===== src/rtl/temp_scan_pkg.sv =====
// rtl/temp_scan_pkg.sv - shared types and constants for the temperature scan controller
package temp_scan_pkg;

    // Scan sequencer states
    typedef enum logic [1:0] {
        IDLE = 2'd0,
        REQ  = 2'd1,
        ACC  = 2'd2,
        PUB  = 2'd3
    } state_t;

    // Raw ADC code to degrees C: 0.5 degC per LSB, so drop one bit
    localparam int CONV_SHIFT = 1;

    // Default averaging depth and matching accumulator width
    localparam int AVG_LOG2_DEF = 2;
    localparam int ACC_W        = 7 + AVG_LOG2_DEF;

    // Accumulator width for any averaging depth: 7-bit samples summed 2^n times
    function automatic int acc_width(input int avg_log2);
        return 7 + avg_log2;
    endfunction

endpackage


===== src/rtl/temp_alarm_hyst.sv =====
// rtl/temp_alarm_hyst.sv - one over-temperature flag with set/clear hysteresis
module temp_alarm_hyst
    import temp_scan_pkg::*;
(
    input  logic       clk,
    input  logic       rst,
    input  logic       we_i,
    input  logic [7:0] avg_i,
    input  logic [7:0] thr_hi_i,
    input  logic [7:0] thr_lo_i,
    output logic       alarm_o
);

    logic alarm_q;
    logic alarm_d;

    // Set above the high threshold, clear below the low one, hold in between
    always_comb begin
        alarm_d = alarm_q;
        if (we_i) begin
            if (avg_i > thr_hi_i) begin
                alarm_d = 1'b1;
            end else if (avg_i < thr_lo_i) begin
                alarm_d = 1'b0;
            end
        end
    end

    // Flag register
    always_ff @(posedge clk or posedge rst) begin
        if (rst) begin
            alarm_q <= 1'b0;
        end else begin
            alarm_q <= alarm_d;
        end
    end

    assign alarm_o = alarm_q;

endmodule


===== src/rtl/temp_scan_ctrl.sv =====
// rtl/temp_scan_ctrl.sv - time-shared ADC scan: tick pacing, averaging, publish and alarms
module temp_scan_ctrl
    import temp_scan_pkg::*;
#(
    parameter int NCH      = 4,
    parameter int CH_W     = 2,
    parameter int AVG_LOG2 = AVG_LOG2_DEF,
    parameter int TICK_DIV = 16,
    parameter int TIMEOUT  = 8
) (
    input  logic            clk,
    input  logic            rst,
    input  logic            enable,
    input  logic [7:0]      thr_hi,
    input  logic [7:0]      thr_lo,
    output logic            adc_req,
    output logic [CH_W-1:0] adc_ch,
    input  logic            adc_ack,
    input  logic [7:0]      adc_data,
    output logic            temp_valid,
    output logic [CH_W-1:0] temp_ch,
    output logic [7:0]      temp_out,
    output logic [NCH-1:0]  alarm,
    output logic            timeout_err
);

    localparam int AW = acc_width(AVG_LOG2);
    localparam int TW = $clog2(TICK_DIV + 1);
    localparam int WW = $clog2(TIMEOUT + 1);
    localparam int SW = AVG_LOG2 + 1;

    localparam logic [TW-1:0]   TICK_LAST = TW'(TICK_DIV - 1);
    localparam logic [WW-1:0]   WD_LAST   = WW'(TIMEOUT - 1);
    localparam logic [SW-1:0]   SMP_LAST  = SW'((1 << AVG_LOG2) - 1);
    localparam logic [CH_W-1:0] CH_LAST   = CH_W'(NCH - 1);

    state_t          state_q, state_d;
    logic [TW-1:0]   tick_cnt_q;
    logic            tick;
    logic [WW-1:0]   wd_q, wd_d;
    logic [CH_W-1:0] ch_q, ch_d, ch_next;
    logic [AW-1:0]   acc_q, acc_d, acc_sum;
    logic [SW-1:0]   smp_q, smp_d;
    logic [6:0]      sample_q, sample_d, conv;
    logic [7:0]      temp_q, temp_d;
    logic [CH_W-1:0] tch_q, tch_d;
    logic            to_c;

    assign tick    = (tick_cnt_q == TICK_LAST);
    assign conv    = 7'(adc_data >> CONV_SHIFT);
    assign ch_next = (ch_q == CH_LAST) ? '0 : ch_q + 1'b1;
    assign acc_sum = acc_q + AW'(sample_q);

    // Free-running sample pacing; parked at zero while scanning is disabled
    always_ff @(posedge clk or posedge rst) begin
        if (rst) begin
            tick_cnt_q <= '0;
        end else if (!enable || tick) begin
            tick_cnt_q <= '0;
        end else begin
            tick_cnt_q <= tick_cnt_q + 1'b1;
        end
    end

    // Sequencer and datapath registers
    always_ff @(posedge clk or posedge rst) begin
        if (rst) begin
            state_q  <= IDLE;
            wd_q     <= '0;
            ch_q     <= '0;
            acc_q    <= '0;
            smp_q    <= '0;
            sample_q <= '0;
            temp_q   <= '0;
            tch_q    <= '0;
        end else begin
            state_q  <= state_d;
            wd_q     <= wd_d;
            ch_q     <= ch_d;
            acc_q    <= acc_d;
            smp_q    <= smp_d;
            sample_q <= sample_d;
            temp_q   <= temp_d;
            tch_q    <= tch_d;
        end
    end

    // Next-state logic: request, accumulate, publish; the reading is staged in ACC
    // so temp_out is already valid in the PUB cycle
    always_comb begin
        state_d  = state_q;
        wd_d     = wd_q;
        ch_d     = ch_q;
        acc_d    = acc_q;
        smp_d    = smp_q;
        sample_d = sample_q;
        temp_d   = temp_q;
        tch_d    = tch_q;
        to_c     = 1'b0;
        case (state_q)
            IDLE: begin
                if (tick && enable) begin
                    wd_d    = '0;
                    state_d = REQ;
                end
            end
            REQ: begin
                if (adc_ack) begin
                    sample_d = conv;
                    state_d  = ACC;
                end else if (wd_q == WD_LAST) begin
                    // Abandon this channel's partial average and move on
                    to_c    = 1'b1;
                    acc_d   = '0;
                    smp_d   = '0;
                    ch_d    = ch_next;
                    state_d = IDLE;
                end else begin
                    wd_d = wd_q + 1'b1;
                end
            end
            ACC: begin
                acc_d = acc_sum;
                if (smp_q == SMP_LAST) begin
                    temp_d  = {1'b0, 7'(acc_sum >> AVG_LOG2)};
                    tch_d   = ch_q;
                    state_d = PUB;
                end else begin
                    smp_d   = smp_q + 1'b1;
                    state_d = IDLE;
                end
            end
            PUB: begin
                acc_d   = '0;
                smp_d   = '0;
                ch_d    = ch_next;
                state_d = IDLE;
            end
            default: begin
                state_d = IDLE;
            end
        endcase
    end

    assign adc_req     = (state_q == REQ);
    assign adc_ch      = ch_q;
    assign temp_valid  = (state_q == PUB);
    assign temp_ch     = tch_q;
    assign temp_out    = temp_q;
    assign timeout_err = to_c;

    // One hysteresis flag per channel, written only when that channel publishes
    for (genvar g = 0; g < NCH; g++) begin : g_alarm
        temp_alarm_hyst u_hyst (
            .clk      (clk),
            .rst      (rst),
            .we_i     (temp_valid && (ch_q == CH_W'(g))),
            .avg_i    (temp_q),
            .thr_hi_i (thr_hi),
            .thr_lo_i (thr_lo),
            .alarm_o  (alarm[g])
        );
    end

endmodule


===== config.mk =====
export PLATFORM = sky130hd
export DESIGN_NAME = temp_scan_ctrl
export DESIGN_NICKNAME = d
export VERILOG_FILES = /design/src/rtl/temp_scan_pkg.sv /design/src/rtl/temp_alarm_hyst.sv /design/src/rtl/temp_scan_ctrl.sv
export SDC_FILE = /design/constraint.sdc
export NUM_CORES = 1
export LEC_CHECK = 0
export BUFFER_PORTS_ARGS = -buffer_cell sky130_fd_sc_hd__buf_4
export CELL_PAD_IN_SITES_DETAIL_PLACEMENT = 0
export CELL_PAD_IN_SITES_GLOBAL_PLACEMENT = 1
export CORE_MARGIN = 4
export CORE_UTILIZATION = 49
export DETAILED_ROUTE_END_ITERATION = 10
export PLACE_DENSITY = 0.95
export SYNTH_ARGS = -nofsm -noshare
export SYNTH_HDL_FRONTEND = slang
export SYNTH_HIERARCHICAL = 1
export SYNTH_SLANG_ARGS = --single-unit

===== constraint.sdc =====
create_clock -name clk -period 5.7 [get_ports clk]
set_input_delay 1.71 -clock clk [delete_from_list [all_inputs] [get_ports clk]]
set_output_delay 1.71 -clock clk [all_outputs]
set_load 0.01 [all_outputs]

==> metrics.md <==
| Metric | Value |
|---|---|
| Grt total ovfl | 0 |
| Routed via count | 3135 |
| Worst setup EP type | primary output |
| Port bufs | 44 |
| Dpl cells | 575 |
| WL met3 | 436 microns |
| CTS tree | built |
| Async set-or-reset flop fraction in the synthesized netlist | 1.000 |
| Ant. Diodes | 0 |
| Outcome | finished, final reports clean |
| WL final | 8347 microns |
| Static leakage | 2.434 nW |
| Most used DFF post-synth | dfrtp_1 |
| Final Non-Filler Cells | 583 |
| Initial DRC Count | 96 |
| Final setup fails | 0 |
| Post-Synthesis Cells | 428 |
| Unique masters post-synth | 43 |
| Antenna viol nets, final | 0 |
| Die area | 0.009283 sq mm |
| Layout cells sized above 1 | 0.1591 |
| Slew @ Worst Pin | 738.8 ps |
| Vias in the first global route | 3230 |
| Final hold vios | 0 |
| Largest net degree at the start of global routing | 42 |
| Clock-pin slew on the worst setup and hold paths | 90 ps |
| Worst Hold Class | register to register |
| Seq cells post-synth | 45 |
| Post-CTS resize count | 0 |
| Setup CP Type | input pin to primary output |
| Largest family of logic cells by synthesized area | adder cells |
| Effective utilization at floorplan | 0.5163 |
| Clk sink count | 45 |
| Met1 wire length | 3928 microns |
| Drt first pass iters | 4 |
| Final clock period utilization by the worst path | 0.6813 |
| Gr usage total | 0.1972 |
| H-tree level count | 2 |
| Most numerous cell in the Yosys netlist | inv_1 |
| Sum Neg Setup Slack | 0 ps |
| EDFF count, synth | 0 |
| HPWL Detailed | 6619 microns |
| Post-route DRC | 0 |
| WL met2 | 3982 microns |
| Core ar. | 0.007408 sq mm |
| Synth Area in Compound Gates | 0.1734 |
| Max clock buf depth | 2 |
| HP Start | tick_cnt_q[0] |
| First-pass GRT wire length | 14720 microns |
| Die Wd | 96.35 microns |
| Slew Limit Fails | 0 |
| Mux cell area share after synthesis | 0.03533 |
| Die height | 96.35 microns |
| Yosys Warn Count | 6 |
| Simple-Gate Fraction of Synth Area | 0.1341 |
| Vias per cell | 5.377 |
| Pwr dens | 136.3 mW/mm^2 |
| Cts bufs inserted | 5 |
| Largest area contributor in the netlist | dfrtp_1 |
| Layout area overhead | 14.49% |
| Clk_lat worst skew | 290 ps |
| Rows | 31 |
| Total power | 0.5970 mW |
| Initial antenna violation count | 0 |
| Setup Buffers After CTS | 0 |
| Worst R2R Start | state_q[1] |
| CTS Hold Bufs | 0 |
| Mean post-synth cell area | 8.937 sq um |
| Register area share after synthesis | 0.2944 |
| CP Data Required Time | 3990 ps |
| Syn Std Cell Area | 0.003825 sq mm |
| CP Launch Type | input pin |
| Max-cap violations | 0 |
| CP max FO | 8 |
| I/O pin count | 47 |
| GP Congestion | 0.8038 |
| Wirelength per Cell | 14.32 microns |
| Top cells by area, synth | dfrtp_1, ha_1, inv_1, o21ai_0, mux2_2 |
| Top routing layer used | met3 |
| Clock root buffer | clkbuf_8 |
| F_max | 0.2575 GHz |
| Share of the synthesized area in the top cell type | 0.2944 |
| Adder-cell area share of the yosys netlist | 0.2538 |
| Critical path arrival | 2170 ps |
| VDD IR max | 0.0001715 V |
| Dpl cell area | 0.004292 sq mm |
| Min Tclk post-route | 3883 ps |
| Slew HR | 0.5065 |
| NumNets Final | 588 |
| RSZ-0062 raised after global routing | no |
| Worst Setup SP | adc_ack |
| Setup Skew | 10.41 ps |
| Fin area | 0.004379 sq mm |
| Synth cell count leaders | inv_1, ha_1, dfrtp_1 |
| Synth Area in XOR/XNOR | 0.01603 |
==> sequential cells by signal, indices dropped and copies added (netlist names) <==
register	cells
wd_q	4
acc_q	9
tick_cnt_q	5
temp_out	7
sample_q	7
adc_ch	2
state_q	2
smp_q	3
g_alarm.u_hyst/alarm_o	4
temp_ch	2
==> stage by stage <==
stage                     setup WS, ps    util  hold WS (ps)
after floorplan                   1808       -         432.9
after CTS                         1807  0.5911         473.0
after global routing              1718  0.5911         520.3
after global placement            1821  0.5793         453.5
final                             1817  0.5911         463.2
after detailed placement          1811  0.5793         462.8
==> layer usage <==
metal,GRT usage,vias up
met2,0.3422,61
met5,0,-
met1,0.2703,1480
met4,0.01168,0
met3,0.03284,0
li1,-,1594
==> where the power goes <==
| group | switching (mW) | internal (mW) | total [mW] |
|---|---|---|---|
| logic | 0.0413 | 0.0344 | 0.0758 |
| registers | 0.00250 | 0.322 | 0.324 |
| clock network | 0.110 | 0.0865 | 0.197 |
==> path summary, 6_finish.rpt <==
kind                                             endpoint  slack, ps  cells after the start
max in group asynchronous                      state_q[0]       3760                      3
worst min-delay path                        tick_cnt_q[0]        460                      1
min in group asynchronous       g_alarm[1].u_hyst/alarm_o       1290                      2
worst max-delay path                          timeout_err       1820                      3
worst max register to register                temp_out[4]       3410                      4
worst min register to register              tick_cnt_q[0]        460                      1
==> cell type report <==
| class | instances | area (sq um) |
|---|---|---|
| clock buffer | 6 | 72.57 |
| clock inverter | 2 | 15.01 |
| fill | 677 | 3029 |
| inverter | 87 | 326.6 |
| multi-input combinational | 299 | 2377 |
| sequential | 45 | 1126 |
| tap | 99 | 123.9 |
| timing repair buffer | 45 | 337.8 |
==> cell families (layout without fill, tap and decap cells) <==
group / after synthesis / in the layout
compound gates: 97 / 97
xor+xnor: 7 / 7
fa+ha+maj: 77 / 77
buf+inv: 92 / 140
flops: 45 / 45
mux: 12 / 12
other cells: 1 / 9
simple gates: 97 / 97
==> layout by cell type (no fill, tap or decap), drive strengths merged, types with 9 or more instances in the layout <==
cell type and instances:
inv 87, ha 76, dfrtp 45, buf 45, o21ai 28, a21oi 22, nand2 21, nor2 20
mux2 12, nor3 10, and3 9, conb 9, a211oi 9
==> critical path, stage by stage <==
cell and delay (ps):
buf_4 140, nor3_1 180, buf_4 150
Power figures use the tool's default switching activity.
